[src/rtl/conv_window_feeder.sv]
// conv_window_feeder: CHANNELS x TAPS sliding sample window feeding a conv engine.
// Optional CONV_FEEDER_SNAPSHOT_EN: snapshot bank freezes o_data so sampling never stalls.
module conv_window_feeder #(
  parameter int CHANNELS = 8,
  parameter int TAPS     = 5,
  parameter int DW       = 16,
  parameter int STRIDE   = 1
) (
  input  logic          i_clk,
  input  logic          i_rst_n,
  input  logic          i_valid,
  input  logic [DW-1:0] i_sample,
  output logic          o_ready,
  input  logic          i_flush,
  output logic [DW-1:0] o_data [0:CHANNELS*TAPS-1],
  output logic          o_start,
  input  logic          i_finished,
  output logic          o_busy,
  output logic [15:0]   o_frames
);
  localparam int N  = CHANNELS * TAPS;
  localparam int CW = (CHANNELS > 1) ? $clog2(CHANNELS) : 1;
  localparam int FW = $clog2(TAPS + 1);

  typedef enum logic [1:0] {IDLE, START, WAIT} state_t;

  state_t        state;
  state_t        state_nx;
  logic [CW-1:0] ch;
  logic [FW-1:0] fill;
  logic [FW-1:0] since;
  logic [DW-1:0] stage [0:CHANNELS-1];
  logic [DW-1:0] win [0:N-1];
  logic          fin_q;
  logic          accept;
  logic          frame_done;
  logic          eligible;
  logic          rise;

  assign eligible   = (fill == FW'(TAPS)) && (since == FW'(STRIDE));
  assign rise       = i_finished && !fin_q;
  assign accept     = i_valid && o_ready && !i_flush;
  assign frame_done = accept && (ch == CW'(CHANNELS - 1));

`ifdef CONV_FEEDER_SNAPSHOT_EN
  assign o_ready = 1'b1;
`else
  assign o_ready = (state == IDLE) && !eligible;
`endif

  // state register
  always_ff @(posedge i_clk) begin
    if (!i_rst_n) state <= IDLE;
    else          state <= state_nx;
  end

  // next state and handshake outputs
  always_comb begin
    state_nx = state;
    o_start  = 1'b0;
    o_busy   = 1'b0;
    unique case (state)
      IDLE: begin
        if (eligible) state_nx = START;
      end
      START: begin
        o_start  = 1'b1;
        state_nx = WAIT;
      end
      WAIT: begin
        o_busy = 1'b1;
        if (rise) state_nx = IDLE;
      end
      default: state_nx = IDLE;
    endcase
  end

  // finished history for edge detection
  always_ff @(posedge i_clk) begin
    if (!i_rst_n) fin_q <= 1'b0;
    else          fin_q <= i_finished;
  end

  // channel position, fill level, stride count and staging
  always_ff @(posedge i_clk) begin
    if (!i_rst_n || i_flush) begin
      ch    <= '0;
      fill  <= '0;
      since <= '0;
      for (int c = 0; c < CHANNELS; c++) stage[c] <= '0;
    end else begin
      if (accept) begin
        stage[ch] <= i_sample;
        ch        <= frame_done ? '0 : ch + 1'b1;
      end
      if (frame_done && fill != FW'(TAPS)) fill <= fill + 1'b1;
      if (state == START)
        since <= frame_done ? FW'(1) : '0;
      else if (frame_done && since != FW'(STRIDE))
        since <= since + 1'b1;
    end
  end

  // live window shift and frame counter
  always_ff @(posedge i_clk) begin
    if (!i_rst_n) begin
      o_frames <= '0;
      for (int i = 0; i < N; i++) win[i] <= '0;
    end else if (frame_done) begin
      o_frames <= o_frames + 16'd1;
      for (int c = 0; c < CHANNELS; c++) begin
        for (int t = 0; t < TAPS - 1; t++)
          win[c*TAPS+t] <= win[c*TAPS+t+1];
        win[c*TAPS+TAPS-1] <= (c == CHANNELS - 1) ? i_sample : stage[c];
      end
    end
  end

`ifdef CONV_FEEDER_SNAPSHOT_EN
  logic [DW-1:0] snap [0:N-1];

  // capture the eligible window on entry to START
  always_ff @(posedge i_clk) begin
    if (!i_rst_n) begin
      for (int i = 0; i < N; i++) snap[i] <= '0;
    end else if (state == IDLE && eligible) begin
      snap <= win;
    end
  end

  assign o_data = snap;
`else
  assign o_data = win;
`endif

endmodule

[config.mk]
export PLATFORM = sky130hd
export DESIGN_NAME = conv_window_feeder
export DESIGN_NICKNAME = d
export VERILOG_FILES = /design/src/rtl/conv_window_feeder.sv
export SDC_FILE = /design/constraint.sdc
export NUM_CORES = 1
export LEC_CHECK = 0
export CELL_PAD_IN_SITES_DETAIL_PLACEMENT = 0
export CELL_PAD_IN_SITES_GLOBAL_PLACEMENT = 1
export CORE_UTILIZATION = 39
export DETAILED_ROUTE_END_ITERATION = 8
export GPL_TIMING_DRIVEN = 1
export HOLD_SLACK_MARGIN = 0.06
export MAX_ROUTING_LAYER = met4
export PLACE_DENSITY_LB_ADDON = 0.1
export SLEW_MARGIN = 10
export SYNTH_ARGS = -nofsm -noshare
export SYNTH_HDL_FRONTEND = slang
export SYNTH_SLANG_ARGS = --single-unit
[constraint.sdc]
create_clock -name i_clk -period 6.25 [get_ports i_clk]
set_input_delay 1.25 -clock i_clk [delete_from_list [all_inputs] [get_ports i_clk]]
set_output_delay 1.25 -clock i_clk [all_outputs]
set_load 0.01 [all_outputs]
======== Yosys cells after proc, flatten, opt, wreduce, memory -nomap -nowiden ========
Memory sizes are Yosys's and may differ from the RTL's. A register that Yosys moved wholly into a read port is not among the register bits.
Cells that the tools add are included.
operators by class
  $add $sub $neg .......................... 4
  eq/ne operators ......................... 9
  multiplexer cells ....................... 17
  reduce and logical (&&, ||, !) cells .... 24
operator list
  cell                     count
  $add A16 B1 Y16 const B  1
  $mux W16                 1
  $reduce_or A16 Y1        1
  $mux W3                  4
  $logic_not A1 Y1         11
  $add A3 B1 Y3 const B    3
  $mux W1                  9
  $logic_and A1 B1 Y1      8
  $eq A3 B3 Y1 const B     2
  $pmux W2 S3              1
  $mux W2                  2
  $ne A2 B2 Y1 const B     2
  $eq A3 B1 Y1 const B     1
  $ne A3 B1 Y1 const B     1
  $ne A3 B3 Y1 const B     1
  $eq A2 B1 Y1 const B     1
  $eq A2 B2 Y1 const B     1
  $logic_not A2 Y1         1
  $reduce_and A2 Y1        1
  $reduce_bool A2 Y1       1
  $logic_or A1 B1 Y1       1
storage, ports and cells
  flip-flop bits (word level) ............. 556
  bits in writable memories ............... 128
  input port bits ......................... 21
  output and inout bits ................... 659
  word-level logic and storage cells ...... 94
  memories ................................ 1
memories
  memory  depth  width  read ports  clocked after Yosys merged registers in  wr ports  line  text
  stage   8      16     7           7                                        8         32    logic [DW-1:0] stage [0:CHANNELS-1];

======== Logic depth before layout (Yosys ltp) ========
  word-level depth ........................ 11
  depth in mapped cells ................... 9
  depth with buffers taken out ............ 6

======== Least setup slack after synthesis ========
Ideal clock, no wire load.
  path type ............................... input to register
  start point ............................. in i_flush
  end point ............................... mem stage[5][0] (enable)
  setup time .............................. 411 ps
  arrival time ............................ 3536 ps
  required time ........................... 5839 ps
  setup slack ............................. 2302 ps
  stages .................................. 4
  path buffers ............................ 1
  cells stage by stage .................... or4b_4 > or4_1 > buf_2 > o21ai_0
RTL lines
  item         line  text
  from (decl)  14    input logic i_flush,
  to (decl)    32

==> impl_metrics.json <==
{
  "status": "completed",
  "synthCells": 3181,
  "period_utilisation_layout_pct": 64.6,
  "pin_count_of_the_biggest_net_entering_global_routing": 205,
  "arrival_ps": 4270,
  "dr.first_iter.drc_count": 1762,
  "cts_max_path_buffers": 3,
  "antenna_violating_nets_post_route": 0,
  "cts_hold_buf": 0,
  "fin_setup_tns_ps": 0,
  "synth-async-reset-ratio_pct": 0,
  "gp_congestion": 0.832,
  "wl_met3_um": 5140,
  "holdPathEnd": "o_data[386]",
  "worst_min_delay_path_category": "flip-flop to flip-flop",
  "final.setup.worst_slack_ps": 2210,
  "final_hold_viol_count": 0,
  "grt_pass1_vias": 21662,
  "maxUsedRoutingLayer": "met4",
  "power.leakage_uw": 0.0121,
  "clk_pin_slew_ps": 60,
  "synth_common_cells": "sky130_fd_sc_hd__nand2_1, sky130_fd_sc_hd__dfxtp_1, sky130_fd_sc_hd__a21oi_1",
  "drt-vias-per-instance": 4.91,
  "worst_ep_required_time_ps": 6480,
  "netlist.top_cell.by_area": "sky130_fd_sc_hd__dfxtp_1",
  "synthDistinctLibCells": 41,
  "detail_route.wirelength.met1_um": 35600,
  "worst_skew_pair.late_latency_ps": 620,
  "antenna_found_initial": 4,
  "route.detailed.wl_per_inst_um": 18.3,
  "ctsHtreeMaxLevel": 3,
  "synth.cell_area_mm2": 0.0272,
  "min_period_ps": 4040,
  "fin_nets": 3765,
  "critical_path_source": "i_flush",
  "die_y_um": 266,
  "postSynthNetCount": 3209,
  "port_buffers": 679,
  "irDropWorstVdd_uv": 195,
  "netlist_top_cells_area": "sky130_fd_sc_hd__dfxtp_1, sky130_fd_sc_hd__nand2_1, sky130_fd_sc_hd__edfxtp_1, sky130_fd_sc_hd__a21oi_1, sky130_fd_sc_hd__clkbuf_1",
  "detailroute.via_count": 23228,
  "drv_cap": 0,
  "setup.reg_to_reg.worst_slack_ps": 2950,
  "endpoint_kind": "flip-flop",
  "drt-total-wl_um": 86700,
  "dominantRegCellSynth": "sky130_fd_sc_hd__dfxtp_1",
  "highest_clock_rate_mhz": 248,
  "ys_warn_count": 0,
  "cts_inserted_buffers": 83,
  "final_layout_size_suffix_gt1_share_pct": 3.93,
  "place_ws_ps": 1580,
  "worstRegToRegCells": 8,
  "post_cts_resize_count": 0,
  "synth.most_common_cell": "sky130_fd_sc_hd__nand2_1",
  "hpwlAfterDp_um": 57500,
  "number_of_flops_mapped_to_enable_cells_by_yosys": 112,
  "worst_clock_skew_ps": 17.5,
  "worstReg2RegStart": "ch[0]",
  "die_area_mm2": 0.0709,
  "worst_relative_slew_slack_pct": 16.9,
  "synth.ff_latch_count": 780,
  "wl_met2_um": 43400,
  "synth.yosys.seq_area_share_pct": 61.4,
  "num-fill-cells": 6390,
  "design.portCount": 680,
  "yosysTopAreaCellShare_pct": 49.1,
  "clock-root-buffer": "sky130_fd_sc_hd__clkbuf_16",
  "drcViolationCount": 0,
  "drt-pass1-iter-count": 5,
  "hold_path_depth": 2,
  "report.final.setup_viol": 0,
  "slew_violations": 0,
  "postCtsSetupRepairBufs": 0,
  "chip_width_um": 266,
  "grt_setup_unrepaired": "false",
  "postSynthAreaPerCell_um2": 8.56,
  "critical_path_peak_fanout": 17,
  "critPathLaunchType": "input port",
  "standard_cell_core_area_mm2": 0.0688,
  "clkSinkCount": 780,
  "grt_usage_pct": 24.0,
  "overflow": 0,
  "hold_path_startpoint": "o_data[386]",
  "cts_tree": "yes",
  "initial_core_util_pct": 39.6,
  "row_count": 96,
  "p_per_area_mw_per_mm2": 271,
  "critical_path.reg2reg.endpoint": "o_data[627]",
  "critical_path_class": "input port to flip-flop",
  "transition_time_of_the_tightest_slew_check_pin_ps": 1250,
  "grt_first_pass_wirelength_um": 129000,
  "syn2layout_area_growth_pct": 36.5
}
==> report_power, final <==
| group | switching [uW] | total (uW) | internal, uW | leakage, uW |
|---|---|---|---|---|
| Combinational | 126 | 147 | 21.1 | 0.00419 |
| Clock | 1950 | 4790 | 2840 | 0.00130 |
| Sequential | 12.8 | 5130 | 5120 | 0.00663 |
==> per-stage QoR <==
stage	cells	instance area (um2)	hold slack (ps)	power (uW)	util, %
2_1_floorplan	3181	27200	451	5310	-
3_3_place_gp	4583	34600	441	5380	50.2
3_5_place_dp	4583	34600	446	5390	50.2
4_1_cts	4725	37200	453	10200	54.0
5_1_grt	4726	37200	469	10400	54.0
6_report	4727	37200	451	10100	54.1
==> flip-flops by register name, summed over array words and instances (netlist names) <==
signal / cells
since: 3
fill: 3
o_data: 640
state: 2
stage: 112
o_frames: 16
ch: 3
fin_q: 1
==> cells in the final DEF, fill, tap and decap left out, drive strengths merged <==
cell	netlist	final
nand2	1292	1292
clkdlybuf4s50	0	679
dfxtp	668	668
a21oi	656	656
clkbuf	197	126
and2	113	113
edfxtp	112	112
buf	28	17
nor2	13	13
clkinv	0	12
o21ai	12	12
inv	10	10
nand2b	8	8
or3	8	8
nand3	8	8
nor3	8	8
nand4	7	7
ha	7	7
or4	6	6
xor2	4	4
o31ai	4	4
bufinv	0	3
nor4	3	3
diode	0	2
nor2b	2	2
and3	2	2
and4	2	2
o21a	2	2
xnor2	2	2
and4b	1	1
or4b	1	1
nand4b	1	1
nor4b	1	1
mux2i	1	1
a32oi	1	1
o211ai	1	1
clkinvlp	0	1
==> worst max-delay path: stages <==
cell	delay, ps
sky130_fd_sc_hd__clkdlybuf4s50_1	550
sky130_fd_sc_hd__nor4b_4	520
sky130_fd_sc_hd__nand2_1	310
sky130_fd_sc_hd__nor4_2	950
sky130_fd_sc_hd__nand2b_1	680
==> worst max-delay path by stage <==
stage	to	slack (ps)	depth (start not counted)
finish	stage[2][5]	2210	5
floorplan	stage[5][0]	2300	4
detailed placement	stage[0][14]	1580	5
global route	stage[2][0]	1960	5
global placement	o_data[211]	1730	5
CTS	stage[2][0]	2220	5
==> routing by layer <==
metal,up-vias,track usage (%)
li1,11432,-
met2,591,40.3
met5,-,-
met4,0,7.53
met1,11068,28.6
met3,137,5.20
==> area by class of cell <==
class / count / area (um2) / area share [%]
Sequential cell: 780 / 16700 / 45.0
Multi-Input combinational cell: 2166 / 9630 / 25.9
Timing Repair Buffer: 696 / 6990 / 18.8
Clock buffer: 126 / 2470 / 6.64
Tap cell: 931 / 1160 / 3.13
Clock inverter: 16 / 169 / 0.454
Inverter: 10 / 45.0 / 0.121
Antenna cell: 2 / 5.00 / 0.0135
==> kinds of logic (layout without fill, tap and decap cells) <==
logic type,count (synthesis),count (layout),synth area share (%)
AND/OR/NAND/NOR,1476,1476,22.1
flip-flops,780,780,61.4
AO/OA/AOI/OAI,676,676,12.5
buffers and inverters,235,848,3.39
adder cells (fa/ha/maj),7,7,0.321
XOR/XNOR,6,6,0.193
multiplexers,1,1,0.0367
other,0,2,0
(Power assumes the default switching activity.)
